`config.mk`:
```
export PLATFORM = sky130hd
export DESIGN_NAME = pc_fetch_unit
export DESIGN_NICKNAME = d
export VERILOG_FILES = /design/src/rtl/arya_core_pkg.sv /design/src/rtl/fetch_skid_buffer.sv /design/src/rtl/pc_fetch_unit.sv
export SDC_FILE = /design/constraint.sdc
export NUM_CORES = 1
export LEC_CHECK = 0
export CAP_MARGIN = 25
export CORE_UTILIZATION = 40
export CTS_CLUSTER_SIZE = 14
export DETAILED_ROUTE_END_ITERATION = 16
export PLACE_DENSITY = 0.73
export SETUP_SLACK_MARGIN = 0.05
export SLEW_MARGIN = 10
export SYNTH_ARGS = -nofsm -noshare
export SYNTH_HDL_FRONTEND = slang
export SYNTH_SLANG_ARGS = --single-unit
```
`constraint.sdc`:
```
create_clock -name clk -period 1.8 [get_ports clk]
set_clock_uncertainty 0.2 [all_clocks]
set_input_delay 0.27 -clock clk [delete_from_list [all_inputs] [get_ports clk]]
set_output_delay 0.27 -clock clk [all_outputs]
set_load 0.01 [all_outputs]
```
`src/rtl/arya_core_pkg.sv`:
```
// Shared core definitions: fetch widths, reset PC and the instruction/PC bundle
// handed from fetch to decode and the branch target adder.
package arya_core_pkg;

  localparam int unsigned DEF_INST_ADDR_WIDTH = 9;
  localparam int unsigned DEF_INST_WIDTH      = 32;
  localparam int unsigned DEF_RESET_PC        = 0;

  typedef struct packed {
    logic [DEF_INST_WIDTH-1:0]      inst;
    logic [DEF_INST_ADDR_WIDTH-1:0] pc;
  } inst_bundle_t;

endpackage

```
`src/rtl/fetch_skid_buffer.sv`:
```
// One-entry holding register for a fetched instruction and its PC.
// Flush beats load, and load beats unload.
module fetch_skid_buffer
  import arya_core_pkg::*;
#(
  parameter int unsigned DATA_WIDTH = DEF_INST_WIDTH,
  parameter int unsigned PC_WIDTH   = DEF_INST_ADDR_WIDTH
) (
  input  logic                  clk,
  input  logic                  rst_n,
  input  logic                  load,
  input  logic                  unload,
  input  logic                  flush,
  input  logic [DATA_WIDTH-1:0] load_inst,
  input  logic [PC_WIDTH-1:0]   load_pc,
  output logic                  valid,
  output logic [DATA_WIDTH-1:0] inst,
  output logic [PC_WIDTH-1:0]   pc
);

  always_ff @(posedge clk or negedge rst_n) begin
    if (!rst_n) begin
      valid <= 1'b0;
      inst  <= '0;
      pc    <= '0;
    end else if (flush) begin
      valid <= 1'b0;
    end else if (load) begin
      valid <= 1'b1;
      inst  <= load_inst;
      pc    <= load_pc;
    end else if (unload) begin
      valid <= 1'b0;
    end
  end

endmodule

```
`src/rtl/pc_fetch_unit.sv`:
```
// Instruction fetch stage: owns the PC, issues synchronous imem reads and presents
// instruction plus PC to decode, with stall skid, branch squash and run enable.
module pc_fetch_unit
  import arya_core_pkg::*;
#(
  parameter int unsigned                INST_ADDR_WIDTH = DEF_INST_ADDR_WIDTH,
  parameter int unsigned                INST_WIDTH      = DEF_INST_WIDTH,
  parameter logic [INST_ADDR_WIDTH-1:0] RESET_PC        = INST_ADDR_WIDTH'(DEF_RESET_PC)
) (
  input  logic                       clk,
  input  logic                       rst_n,
  input  logic                       en,
  input  logic                       stall_in,
  input  logic                       branch_taken,
  input  logic [INST_ADDR_WIDTH-1:0] branch_target,
  output logic [INST_ADDR_WIDTH-1:0] imem_addr,
  output logic                       imem_rd_en,
  input  logic [INST_WIDTH-1:0]      imem_rdata,
  output logic [INST_WIDTH-1:0]      inst_out,
  output logic [INST_ADDR_WIDTH-1:0] inst_pc_out,
  output logic                       inst_valid
);

  logic                       issue;
  logic [INST_ADDR_WIDTH-1:0] pc;
  logic                       f_valid;
  logic [INST_ADDR_WIDTH-1:0] f_pc;
  logic                       skid_load;
  logic                       skid_unload;
  logic                       skid_valid;
  logic [INST_WIDTH-1:0]      skid_inst;
  logic [INST_ADDR_WIDTH-1:0] skid_pc;

  // Never issuing under stall keeps at most one read in flight, so the skid cannot overflow.
  assign issue      = en & ~stall_in & ~branch_taken;
  assign imem_addr  = pc;
  assign imem_rd_en = issue;

  always_ff @(posedge clk or negedge rst_n) begin
    if (!rst_n) begin
      pc      <= RESET_PC;
      f_valid <= 1'b0;
      f_pc    <= '0;
    end else begin
      f_valid <= issue;
      if (branch_taken) begin
        pc <= branch_target;
      end else if (issue) begin
        pc   <= pc + 1'b1;
        f_pc <= pc;
      end
    end
  end

  assign skid_load   = stall_in & f_valid & ~branch_taken;
  assign skid_unload = ~stall_in & skid_valid & ~branch_taken;

  fetch_skid_buffer #(
    .DATA_WIDTH(INST_WIDTH),
    .PC_WIDTH  (INST_ADDR_WIDTH)
  ) u_skid (
    .clk      (clk),
    .rst_n    (rst_n),
    .load     (skid_load),
    .unload   (skid_unload),
    .flush    (branch_taken),
    .load_inst(imem_rdata),
    .load_pc  (f_pc),
    .valid    (skid_valid),
    .inst     (skid_inst),
    .pc       (skid_pc)
  );

  // Branch squashes the output even while decode is stalled.
  always_ff @(posedge clk or negedge rst_n) begin
    if (!rst_n) begin
      inst_valid  <= 1'b0;
      inst_out    <= '0;
      inst_pc_out <= '0;
    end else if (branch_taken) begin
      inst_valid <= 1'b0;
    end else if (!stall_in) begin
      if (skid_valid) begin
        inst_valid  <= 1'b1;
        inst_out    <= skid_inst;
        inst_pc_out <= skid_pc;
      end else if (f_valid) begin
        inst_valid  <= 1'b1;
        inst_out    <= imem_rdata;
        inst_pc_out <= f_pc;
      end else begin
        inst_valid <= 1'b0;
      end
    end
  end

  skid_no_overflow: assert property (@(posedge clk) disable iff (!rst_n)
    !(skid_valid && f_valid));

endmodule

```
== Yosys cells after proc, flatten, opt, wreduce, memory -nomap -nowiden ==
Index checks and enable logic that the tools add are counted.
Cells by class
  add/subtract/negate cells: 1
  equal/unequal tests: 1
  multiplexer cells: 13
  bitwise logic cells: 8
  reductions and logical operators: 6
Operators with widths (number)
  $mux W32: 2
  $mux W9: 4
  $add A9 B1 Y9 const B: 1
  $mux W1: 7
  $and A1 B1 Y1: 6
  $reduce_and A2 Y1: 2
  $reduce_bool A2 Y1: 2
  $reduce_and A3 Y1: 1
  $reduce_bool A3 Y1: 1
  $ne A2 B1 Y1 const B: 1
  $not A1 Y1: 2
Storage, ports and cells
  bits in registers: 103
  output and inout bits: 52
  word-level logic and storage cells: 38

== Longest topological paths before layout ==
Gate-level depths: netlist (run 1).
  depth in word-level cells: 6
  depth in mapped cells: 6
  gate-level depth less buffers: 4

== Cells and area by module ==
Synthesis (run 1) repeated with hierarchy kept, for this count alone.
Second synthesis, totals
  cell total of the unflattened synthesis: 314
  area total of the unflattened synthesis: 4737.0 sq um
By module, submodules not included
  pc_fetch_unit: times used 1, cells each 222, area each 2954.1 sq um, sequential area each 1526.5 sq um
  fetch_skid_buffer: times used 1, cells each 92, area each 1783.0 sq um, sequential area each 1051.0 sq um

== Worst setup path after synthesis (run 1) ==
No wires, ideal clock.
  path type: flip-flop to flip-flop
  from: register u_skid.valid
  to: register inst_out[22]
  arrival: 1.373 ns
  path slack: 0.102 ns
  stages on the path, launching flop included: 5
  buffers on the path: 2
  cells stage by stage: dfrtp_1 buf_4 clkbuf_1 mux2_2 mux2_4
On the way
  longest elaborated chain between the ends: 2
  elaborated cells on any way between the ends: 3
  classes of those cells: mux (1); reduce/logical (2)
RTL lines
  from (decl): line fetch_skid_buffer.sv:16  | output logic valid,
  from (signal assigned): line fetch_skid_buffer.sv:23  | valid <= 1'b0;
  from (signal assigned): line fetch_skid_buffer.sv:27  | valid <= 1'b0;
  from (signal assigned): line fetch_skid_buffer.sv:29  | valid <= 1'b1;
  $reduce_bool A2 Y1 (no source line)
  $reduce_and A3 Y1 (no source line)
  to (signal assigned): line pc_fetch_unit.sv:85  | inst_out <= skid_inst;
  to (signal assigned): line pc_fetch_unit.sv:89  | inst_out <= imem_rdata;
  to (decl): line pc_fetch_unit.sv:19  | output logic [INST_WIDTH-1:0] inst_out,
Parallel ways exist; a longest one is shown, timed or not.
A chain may end at the register's enable or synchronous reset.

== Worst setup path after layout (run 1) ==
  from: register inst_pc_out[5]
  to: output inst_pc_out[5]
RTL lines
  from (decl): line pc_fetch_unit.sv:20  | output logic [INST_ADDR_WIDTH-1:0] inst_pc_out,
  from (signal assigned): line pc_fetch_unit.sv:86  | inst_pc_out <= skid_pc;
  from (signal assigned): line pc_fetch_unit.sv:90  | inst_pc_out <= f_pc;
No word-level cell between the ends.

==> results of run 1 <==
[cell type report]
class	count	area, sq um	share of cell area
clock buffer	13	250	0.0390
clock inverter	3	90.1	0.0140
multi-input combinational	184	1980	0.309
inverter	2	7.51	0.00117
sequential	103	2580	0.402
timing repair buffer	127	1340	0.208
tap	140	175	0.0273
[cell usage after synthesis, types with 2 or more instances]
cell	count	area, sq um
sky130_fd_sc_hd__xnor2_1	2	17.5
sky130_fd_sc_hd__clkbuf_1	5	18.8
sky130_fd_sc_hd__a31oi_1	4	25.0
sky130_fd_sc_hd__nand3_1	4	20.0
sky130_fd_sc_hd__o31ai_1	3	22.5
sky130_fd_sc_hd__mux2_2	93	1050
sky130_fd_sc_hd__nor2b_1	3	18.8
sky130_fd_sc_hd__buf_2	7	35.0
sky130_fd_sc_hd__mux2_4	39	586
sky130_fd_sc_hd__or4_1	4	30.0
sky130_fd_sc_hd__dfrtp_1	103	2580
sky130_fd_sc_hd__nor2_1	5	18.8
sky130_fd_sc_hd__o21ai_0	4	20.0
sky130_fd_sc_hd__buf_6	4	45.0
sky130_fd_sc_hd__or3_1	2	12.5
sky130_fd_sc_hd__nand4_1	2	12.5
sky130_fd_sc_hd__inv_1	2	7.51
sky130_fd_sc_hd__nand2_1	10	37.5
[through the flow]
stage          total power, W  setup TNS, ns  utilization
2_1_floorplan         0.00417              0            -
3_3_place_gp          0.00509         -25.00        0.536
3_5_place_dp          0.00518         -26.62        0.536
4_1_cts               0.00742              0        0.572
5_1_grt               0.00766              0        0.580
6_report              0.00732              0        0.580
[power breakdown]
group	switching (W)	leakage (nW)	internal, W
Clock	0.000827	0.164	0.00140
Sequential	0.000336	1.25	0.00290
Combinational	0.000598	1.71	0.00125
Total	0.00176	3.12	0.00556
[per-layer routing]
| layer | wire (um) | up-vias |
|---|---|---|
| li1 | - | 1347 |
| met1 | 4180 | 1468 |
| met2 | 4840 | 60 |
| met3 | 317 | 9 |
| met4 | 122 | 0 |
| met5 | 0 | - |
[worst max path at each step]
stage / end / from / slack, ns / cells past startpoint
final: inst_pc_out[5] / inst_pc_out[5] / 0.08 / 1
after global routing: imem_rd_en / en / 0.04 / 4
after CTS: imem_rd_en / branch_taken / 0.005 / 5
after detailed placement: inst_out[7] / branch_taken / -0.36 / 4
after global placement: imem_rd_en / en / -0.34 / 4
after floorplan: inst_out[22] / u_skid.valid / 0.10 / 4
[logic make-up after synthesis]
| logic type | synth area share |
|---|---|
| AOI/OAI and AO/OA | 0.0181 |
| xor gates and xnor gates | 0.00378 |
| adders and majority gates | 0.00270 |
| buffers and inverters | 0.0245 |
| DFF | 0.556 |
| muxes | 0.354 |
| and+or+nand+nor | 0.0413 |
[registers in the layout (all words and copies together) (netlist names)]
| register | cells |
|---|---|
| imem_addr | 9 |
| f_pc | 9 |
| inst_valid | 1 |
| u_skid.valid | 1 |
| f_valid | 1 |
| inst_pc_out | 9 |
| u_skid.pc | 9 |
| inst_out | 32 |
| u_skid.inst | 32 |
[what timing repair did]
action	CTS	global route
buffers inserted	6	1
hold buffers	1	0
gates resized for setup	16	31
hold endpoints to repair	103	0
setup endpoints to repair	53	25
pin swaps	0	2
==> insert_results.sql, run 1 <==
INSERT INTO impl_metrics (metric_group, metric, value, unit) VALUES
('timing', 'final_min_period_over_clock_period', '0.958', ''),
('place', 'placement_stage_worst_setup_slack', '-0.362', 'ns'),
('clocking', 'cts.path.max_buffers', '2', ''),
('grt', 'groute.layer.met2.usage', '0.281', ''),
('synth', 'synthArstFlopShare', '1.00', ''),
('worst_hold_path', 'min_path_type', 'in -> async', ''),
('place', 'buffer_ports.inserted', '97', ''),
('grt', 'initial_antenna_violation_count', '0', ''),
('synth', 'synthesis.area', '4640', 'sq um'),
('worst_setup_path', 'critical_path_class', 'reg -> out', ''),
('worst_setup_path', 'cp.arrival', '1.25', 'ns'),
('power_and_ir_drop', 'power_leakage', '3.12', 'nW'),
('place', 'place_hpwl', '6.34', 'mm'),
('route', 'totalWireLength', '9.45', 'mm'),
('route', 'drtAntennaViolNets', '0', ''),
('synth', 'synth.ff_latch_count', '103', ''),
('place', 'dpl_cell_area', '5930', 'sq um'),
('grt', 'wire_length_of_the_first_global_routing_pass', '14.8', 'mm'),
('worst_setup_path', 'path_buf_inv', '1', ''),
('route', 'drt_pre_antenna_iters', '4', ''),
('synth', 'synth_enable_flop_cells', '0', ''),
('timing', 'max_freq', '580', 'MHz'),
('worst_setup_path', 'end_kind', 'output pin', ''),
('floorplanning', 'initial_core_util', '0.419', ''),
('worst_setup_path', 'timing.reg2reg.setup_slack', '0.11', 'ns'),
('cells_and_area', 'area.growth.synth_to_final', '38.5', '%'),
('worst_setup_path', 'rr_worst_depth', '4', ''),
('run_status', 'status', 'finished, final reports clean', ''),
('synth', 'syn_inst', '306', ''),
('timing', 'holdWs', '0.123', 'ns'),
('grt', 'grt_overflow_total', '0', ''),
('timing', 'grt_setup_unrepaired', 'false', ''),
('cells_and_area', 'layout_commonest_cell', 'sky130_fd_sc_hd__dfrtp_1', ''),
('route', 'avgRoutedWirePerCell', '16.5', 'um'),
('power_and_ir_drop', 'power_density', '1140', 'nW/um^2'),
('cells_and_area', 'finish.net_count', '474', ''),
('worst_setup_path', 'critical_path.reg2reg.startpoint', 'u_skid.valid', ''),
('worst_setup_path', 'critical_path.reg2reg.endpoint', 'inst_out[12]', ''),
('grt', 'grt.busiest_layer', 'met2', ''),
('clocking', 'cts.sink_count', '103', ''),
('clocking', 'insertion_delay', '0.35', 'ns'),
('synth', 'postSynth.topFlopCell', 'sky130_fd_sc_hd__dfrtp_1', ''),
('cells_and_area', 'layout.cells.most_common_list', '98 x sky130_fd_sc_hd__dfrtp_1, 93 x sky130_fd_sc_hd__mux2_2, 65 x sky130_fd_sc_hd__clkdlybuf4s50_1, 39 x sky130_fd_sc_hd__mux2_4, 23 x sky130_fd_sc_hd__dlymetal6s2s_1', ''),
('place', 'placedCellCount', '548', ''),
('worst_setup_path', 'crit_path_max_incr_delay', '0.54', 'ns'),
('floorplanning', 'dieHeight', '110', 'um'),
('timing', 'period_needed', '1.72', 'ns'),
('route', 'dr_total_vias', '2884', ''),
('floorplanning', 'floorplan.rows', '38', ''),
('worst_setup_path', 'setup.worst_path.start_class', 'register', ''),
('cells_and_area', 'fin_cells', '572', ''),
('timing', 'setup_ws', '0.0764', 'ns'),
('cells_and_area', 'num-fill-cells', '895', ''),
('grt', 'global_route.usage.met1', '0.207', ''),
('clocking', 'cts_made_buffers', '9', ''),
('route', 'detail_route.drc_violations', '0', ''),
('place', 'gp_routability_congestion', '0.784', ''),
('floorplanning', 'die-area', '12000', 'sq um'),
('job', 'max_cap_viol_count', '0', ''),
('clocking', 'cts.clk_slew.worst_paths', '0.07', 'ns'),
('route', 'drt-vias-per-instance', '5.04', ''),
('clocking', 'clock_tree.htree_level_count', '3', ''),
('timing', 'relSlewSlack', '0.825', ''),
('synth', 'post_synth_net_total', '353', ''),
('worst_setup_path', 'path_max_fanout', '2', ''),
('worst_setup_path', 'cp_data_required_time', '1.33', 'ns'),
('clocking', 'cts-root-buf', 'sky130_fd_sc_hd__clkbuf_16', ''),
('worst_setup_path', 'critical-path-top-delay-family', 'buffers and inverters', ''),
('cells_and_area', 'antennaDiodeCount', '0', ''),
('route', 'drt-initial-drc-count', '74', ''),
('synth', 'post_synth_num_cell_types', '28', '');
(Power assumes the default switching activity.)
==> inputs of run 2 (changes only) <==
--- a/config.mk
+++ b/config.mk
@@ -6,10 +6,11 @@
 export NUM_CORES = 1
 export LEC_CHECK = 0
 export CAP_MARGIN = 25
+export CORE_MARGIN = 4
 export CORE_UTILIZATION = 40
 export CTS_CLUSTER_SIZE = 14
 export DETAILED_ROUTE_END_ITERATION = 16
-export PLACE_DENSITY = 0.73
+export PLACE_DENSITY = 0.65
 export SETUP_SLACK_MARGIN = 0.05
 export SLEW_MARGIN = 10
 export SYNTH_ARGS = -nofsm -noshare
==> run 2 against run 1 <==
- clock power decreased by 13%
- global-route usage down 1.3 points
- register-to-register slack hardly changed
- highest routed layer unchanged
- hold slack better by 0.059 ns
- sequential share of layout area up 0.32 points
- setup slack gained 0.015 ns
- sequential cell count is the same
- critical path depth is the same
- routed wire length grew 0.53%
- non-clock buffer count increased by 2
- cell area shrank 0.88%
- combinational power is essentially flat
- critical endpoint is now imem_addr[6]
==> insert_results.sql, run 2 (synthesis results as in run 1) <==
INSERT INTO impl_metrics (metric_group, metric, value, unit) VALUES
('worst_setup_path', 'cp.arrival', '1.24', 'ns'),
('route', 'avgRoutedWirePerCell', '16.5', 'um'),
('power_and_ir_drop', 'power_density', '1100', 'nW/um^2'),
('place', 'placedCellCount', '552', ''),
('floorplanning', 'initial_core_util', '0.408', ''),
('power_and_ir_drop', 'vdd_drop_max', '0.837', 'mV'),
('cells_and_area', 'layout_commonest_cell', 'sky130_fd_sc_hd__dfrtp_1', ''),
('cells_and_area', 'area.growth.synth_to_final', '37.2', '%'),
('route', 'drt-initial-drc-count', '135', ''),
('route', 'detail_route.drc_violations', '0', ''),
('worst_setup_path', 'path_cells', 'clkdlybuf4s50_1', ''),
('worst_setup_path', 'cp_data_required_time', '1.33', 'ns'),
('timing', 'period_needed', '1.71', 'ns'),
('timing', 'hold_viol_final', '0', ''),
('clocking', 'cts.sink_count', '103', ''),
('timing', 'relSlewSlack', '0.761', ''),
('timing', 'max_freq', '585', 'MHz'),
('place', 'buffer_ports.inserted', '97', ''),
('run_status', 'status', 'finished, final reports clean', ''),
('worst_setup_path', 'critPathSlowestCell', 'sky130_fd_sc_hd__clkdlybuf4s50_1', ''),
('timing', 'holdWs', '0.182', 'ns'),
('worst_setup_path', 'critical-path-top-delay-family', 'buffers and inverters', ''),
('grt', 'grt_overflow_total', '0', ''),
('route', 'dr_total_vias', '2877', ''),
('floorplanning', 'dieHeight', '116', 'um'),
('worst_setup_path', 'crit_path_max_incr_delay', '0.54', 'ns'),
('cells_and_area', 'antennaDiodeCount', '0', ''),
('clocking', 'cts_made_buffers', '9', ''),
('route', 'drt_pre_antenna_iters', '6', ''),
('floorplanning', 'io-pin-count', '98', ''),
('place', 'place_hpwl', '6.46', 'mm'),
('clocking', 'cts_tree', 'built', ''),
('floorplanning', 'die-area', '13400', 'sq um'),
('cells_and_area', 'fin_cells', '576', ''),
('worst_hold_path', 'min_path_type', 'in -> async', ''),
('worst_setup_path', 'path_buf_inv', '1', ''),
('clocking', 'cts.path.max_buffers', '2', ''),
('route', 'drt-vias-per-instance', '4.99', ''),
('grt', 'via_count_of_the_first_global_routing_pass', '3088', ''),
('clocking', 'insertion_delay', '0.34', 'ns'),
('grt', 'grt_start_max_net_pins', '34', ''),
('worst_setup_path', 'critical_path_class', 'reg -> out', ''),
('cells_and_area', 'layout.cells.most_common_list', '100 x sky130_fd_sc_hd__dfrtp_1, 93 x sky130_fd_sc_hd__mux2_2, 54 x sky130_fd_sc_hd__clkdlybuf4s50_1, 39 x sky130_fd_sc_hd__mux2_4, 30 x sky130_fd_sc_hd__dlymetal6s2s_1', ''),
('grt', 'initial_antenna_violation_count', '0', ''),
('timing', 'final_min_period_over_clock_period', '0.949', ''),
('job', 'max_cap_viol_count', '0', ''),
('timing', 'worstMarginPinSlew', '0.359', 'ns'),
('timing', 'final_max_slew_viol_count', '0', ''),
('clocking', 'cts-root-buf', 'sky130_fd_sc_hd__clkbuf_16', ''),
('worst_setup_path', 'setup.worst_path.start_class', 'register', ''),
('worst_setup_path', 'end_kind', 'output pin', ''),
('power_and_ir_drop', 'power_leakage', '3.18', 'nW'),
('worst_setup_path', 'path_max_fanout', '2', ''),
('grt', 'groute.usage.overall', '0.152', ''),
('cells_and_area', 'largestRegisters', 'inst_out x32, u_skid.inst x32', ''),
('cells_and_area', 'drive_above_1_share', '0.432', ''),
('floorplanning', 'placeableCoreArea', '11400', 'sq um'),
('route', 'totalWireLength', '9.50', 'mm'),
('cells_and_area', 'finish.net_count', '476', ''),
('timing', 'finalSetupViolCount', '0', ''),
('route', 'drtAntennaViolNets', '0', ''),
('floorplanning', 'fp.dieW', '116', 'um'),
('place', 'gp_routability_congestion', '0.758', ''),
('clocking', 'clock_tree.htree_level_count', '3', ''),
('timing', 'grt_setup_unrepaired', 'true', ''),
('grt', 'wire_length_of_the_first_global_routing_pass', '16.0', 'mm'),
('floorplanning', 'floorplan.rows', '39', ''),
('clocking', 'cts.clk_slew.worst_paths', '0.07', 'ns');
==> run 2: where the power goes <==
group,internal [W],switching [W],leakage (nW)
Combinational,0.00122,0.000600,1.79
Clock,0.00111,0.000833,0.135
Sequential,0.00290,0.000324,1.25
Total,0.00523,0.00176,3.18
==> run 2: worst paths after layout <==
path / startpoint / to / slack, ns / cells after the start
setup / recovery: imem_addr[6] / imem_addr[6] / 0.09 / 1
hold / removal: rst_n / inst_out[9] / 0.18 / 2
setup reg to reg: u_skid.valid / inst_out[16] / 0.10 / 3
min in group clk: branch_target[5] / imem_addr[5] / 0.28 / 3
max in group asynchronous: rst_n / u_skid.valid / 0.66 / 3
hold reg to reg: u_skid.inst[9] / u_skid.inst[9] / 0.30 / 1
==> run 2: through the flow <==
step,setup slack (ns),total power (W),setup TNS (ns),util,area (sq um)
after global routing,0.0269,0.00738,0,0.560,6370
after global placement,-0.344,0.00512,-25.22,0.522,5930
final,0.0918,0.00699,0,0.560,6370
after floorplan,0.102,0.00417,0,-,4640
after CTS,-0.00181,0.00715,-0.00181,0.552,6270
after detailed placement,-0.361,0.00518,-27.77,0.522,5930
==> run 2: layout make-up <==
cell class / instances / area (sq um)
clock buffers: 12 / 246
clock inverters: 3 / 45.0
fillers: 957 / 5000
inverters: 2 / 7.51
multi-input cells: 184 / 1970
flip-flops and latches: 103 / 2580
well taps: 143 / 179
repair buffers: 129 / 1340
==> run 2: routing by layer <==
layer / track usage / part of all wire / up-vias
met3: 0.0465 / 0.053 / 4
met5: 0 / 0 / -
met2: 0.248 / 0.49 / 62
met4: 0.0348 / 0.0080 / 0
li1: - / - / 1351
met1: 0.202 / 0.45 / 1460
==> run 2: what timing repair did <==
action	CTS	global route
setup buffers	6	2
cloned	0	0
hold buffers	1	0
endpoints found under the hold margin	87	0
setup endpoints to repair	55	95
resized for setup	17	34
==> inputs of run 3 (changes only) <==
--- a/config.mk
+++ b/config.mk
@@ -10,7 +10,7 @@
 export CORE_UTILIZATION = 40
 export CTS_CLUSTER_SIZE = 14
 export DETAILED_ROUTE_END_ITERATION = 16
-export PLACE_DENSITY = 0.65
+export PLACE_DENSITY_LB_ADDON = 0.3
 export SETUP_SLACK_MARGIN = 0.05
 export SLEW_MARGIN = 10
 export SYNTH_ARGS = -nofsm -noshare
==> run 3 against run 2 <==
- routed wire length rose by 1.7%
- utilization increased by 0.30 points
- register-to-register slack is essentially flat
- die area is the same
- critical path type unchanged
- critical endpoint is now inst_out[0]
- highest routed layer unchanged
==> insert_results.sql, run 3 (synthesis results as in run 1) <==
INSERT INTO impl_metrics (metric_group, metric, value, unit) VALUES
('worst_setup_path', 'setup.worst_path.start_class', 'register', ''),
('worst_setup_path', 'critical_path_class', 'reg -> out', ''),
('power_and_ir_drop', 'fin_total_pwr', '0.00717', 'W'),
('route', 'avgRoutedWirePerCell', '16.8', 'um'),
('power_and_ir_drop', 'share_comb_of_total_power', '0.261', ''),
('grt', 'global_route.usage.met1', '0.202', ''),
('grt', 'groute.layer.met2.usage', '0.244', ''),
('cells_and_area', 'num-fill-cells', '920', ''),
('timing', 'final_max_slew_viol_count', '0', ''),
('floorplanning', 'initial_core_util', '0.408', ''),
('timing', 'holdWs', '0.234', 'ns'),
('grt', 'groute.usage.overall', '0.150', ''),
('timing', 'grt_setup_unrepaired', 'false', ''),
('floorplanning', 'fp.dieW', '116', 'um'),
('cells_and_area', 'layout.cells.most_common_list', '100 x sky130_fd_sc_hd__dfrtp_1, 93 x sky130_fd_sc_hd__mux2_2, 66 x sky130_fd_sc_hd__clkdlybuf4s50_1, 39 x sky130_fd_sc_hd__mux2_4, 24 x sky130_fd_sc_hd__dlymetal6s2s_1', ''),
('cells_and_area', 'antennaDiodeCount', '0', ''),
('worst_setup_path', 'path_max_fanout', '2', ''),
('power_and_ir_drop', 'power_frac_seq', '0.450', ''),
('route', 'drtAntennaViolNets', '0', ''),
('place', 'placement_stage_worst_setup_slack', '-0.390', 'ns'),
('cells_and_area', 'largestRegisters', 'inst_out x32, u_skid.inst x32', ''),
('floorplanning', 'die-area', '13400', 'sq um'),
('worst_setup_path', 'critical-path-top-delay-family', 'buffers and inverters', ''),
('power_and_ir_drop', 'power.share.switching', '0.244', ''),
('clocking', 'cts.sink_count', '103', ''),
('timing', 'timing.setup.tns', '0', 'ns'),
('grt', 'grt_overflow_total', '0', ''),
('power_and_ir_drop', 'clkPwrFrac', '0.289', ''),
('worst_setup_path', 'path_cells', 'clkdlybuf4s50_1', ''),
('timing', 'period_needed', '1.71', 'ns'),
('cells_and_area', 'layout_commonest_cell', 'sky130_fd_sc_hd__dfrtp_1', ''),
('grt', 'via_count_of_the_first_global_routing_pass', '3056', ''),
('job', 'max_cap_viol_count', '0', ''),
('clocking', 'cts_made_buffers', '9', ''),
('cells_and_area', 'area.growth.synth_to_final', '38.0', '%'),
('floorplanning', 'dieHeight', '116', 'um'),
('power_and_ir_drop', 'net-switching-power', '0.00175', 'W'),
('worst_setup_path', 'end_kind', 'output pin', ''),
('floorplanning', 'placeableCoreArea', '11400', 'sq um'),
('route', 'drt_pre_antenna_iters', '4', ''),
('place', 'buffer_ports.inserted', '97', ''),
('worst_setup_path', 'cp.arrival', '1.24', 'ns'),
('grt', 'initial_antenna_violation_count', '0', ''),
('clocking', 'cts.clk_slew.worst_paths', '0.07', 'ns'),
('worst_setup_path', 'cp_data_required_time', '1.33', 'ns'),
('clocking', 'insertion_delay', '0.33', 'ns'),
('place', 'place_hpwl', '6.69', 'mm'),
('worst_hold_path', 'min_path_type', 'in -> async', ''),
('place', 'gp_routability_congestion', '0.809', ''),
('clocking', 'clock_tree.htree_level_count', '3', ''),
('worst_setup_path', 'crit_path_max_incr_delay', '0.54', 'ns'),
('cells_and_area', 'finish.net_count', '475', ''),
('power_and_ir_drop', 'intPower', '0.00542', 'W'),
('grt', 'grt.busiest_layer', 'met2', ''),
('route', 'drt-initial-drc-count', '112', ''),
('floorplanning', 'io-pin-count', '98', ''),
('worst_setup_path', 'critPathSlowestCell', 'sky130_fd_sc_hd__clkdlybuf4s50_1', ''),
('clocking', 'cts_tree', 'built', ''),
('clocking', 'cts-root-buf', 'sky130_fd_sc_hd__clkbuf_16', ''),
('timing', 'hold_viol_final', '0', ''),
('timing', 'setup_ws', '0.0859', 'ns'),
('timing', 'worstMarginPinSlew', '0.465', 'ns'),
('power_and_ir_drop', 'power_leakage', '3.13', 'nW'),
('timing', 'relSlewSlack', '0.690', ''),
('cells_and_area', 'drive_above_1_share', '0.430', ''),
('timing', 'finalSetupViolCount', '0', ''),
('timing', 'max_freq', '583', 'MHz'),
('power_and_ir_drop', 'power_density', '1120', 'nW/um^2'),
('timing', 'final_min_period_over_clock_period', '0.952', ''),
('run_status', 'status', 'finished, final reports clean', ''),
('route', 'dr_total_vias', '2911', ''),
('route', 'detail_route.drc_violations', '0', ''),
('floorplanning', 'floorplan.rows', '39', ''),
('worst_setup_path', 'path_buf_inv', '1', ''),
('grt', 'wire_length_of_the_first_global_routing_pass', '15.7', 'mm'),
('route', 'drt-vias-per-instance', '5.05', ''),
('clocking', 'cts.path.max_buffers', '2', ''),
('grt', 'grt_start_max_net_pins', '33', ''),
('power_and_ir_drop', 'vdd_drop_max', '0.537', 'mV'),
('grt', 'met3_usage', '0.0334', ''),
('route', 'totalWireLength', '9.67', 'mm');
==> run 3: changes by cell type in the layout (fill, tap and decap cells not counted), moves of 2 or more <==
cell | before | now
sky130_fd_sc_hd__dlygate4sd2_1 | 11 | 5
sky130_fd_sc_hd__buf_4 | 26 | 23
sky130_fd_sc_hd__clkdlybuf4s50_1 | 54 | 66
sky130_fd_sc_hd__dlymetal6s2s_1 | 30 | 24
sky130_fd_sc_hd__nor2b_2 | 2 | 0
==> run 3: layout make-up <==
cell class	instances	area, sq um	area share
clock inverter	5	81.3	0.0127
timing repair buffer	128	1340	0.210
sequential	103	2580	0.403
tap	143	179	0.0280
multi-input combinational	184	1970	0.307
clock buffer	11	243	0.0379
inverter	2	7.51	0.00117
==> run 3: power by group through the flow <==
| stage | registers, W | clock network (W) | logic (W) |
|---|---|---|---|
| final | 0.00322 | 0.00207 | 0.00187 |
| after global routing | 0.00329 | 0.00223 | 0.00202 |
| after CTS | 0.00323 | 0.00213 | 0.00194 |
| after detailed placement | 0.00328 | 0 | 0.00191 |
| after global placement | 0.00325 | 0 | 0.00186 |
| after floorplan | 0.00334 | 0 | 0.000825 |
==> run 3: per-layer routing <==
| metal | share of wire | vias up |
|---|---|---|
| met2 | 0.48 | 74 |
| met1 | 0.46 | 1478 |
| met5 | 0 | - |
| li1 | - | 1348 |
| met3 | 0.051 | 11 |
| met4 | 0.012 | 0 |
==> run 3: worst paths after layout <==
| check | start | to | slack, ns | cells past startpoint |
|---|---|---|---|---|
| worst max-delay path | inst_out[0] | inst_out[0] | 0.09 | 1 |
| worst min-delay path | rst_n | u_skid.inst[12] | 0.23 | 2 |
| worst max register to register | u_skid.valid | inst_out[3] | 0.11 | 4 |
| worst min register to register | inst_valid | inst_valid | 0.27 | 2 |
| max in group asynchronous | rst_n | u_skid.inst[19] | 0.66 | 3 |
| min in group clk | inst_valid | inst_valid | 0.27 | 2 |
==> run 3: stage by stage <==
stage / instance area, sq um / cells / utilization
after global routing: 6400 / 576 / 0.563
after detailed placement: 5950 / 552 / 0.523
after CTS: 6330 / 575 / 0.557
final: 6400 / 576 / 0.563
after floorplan: 4640 / 306 / -
after global placement: 5950 / 552 / 0.523
==> run 3: timing repair <==
action | 4_1_cts | 5_1_grt
hold buffers | 1 | 0
hold endpoints to repair | 28 | 0
setup endpoints to repair | 50 | 26
pin swaps | 0 | 1
buffers inserted | 6 | 1
resized for setup | 14 | 26
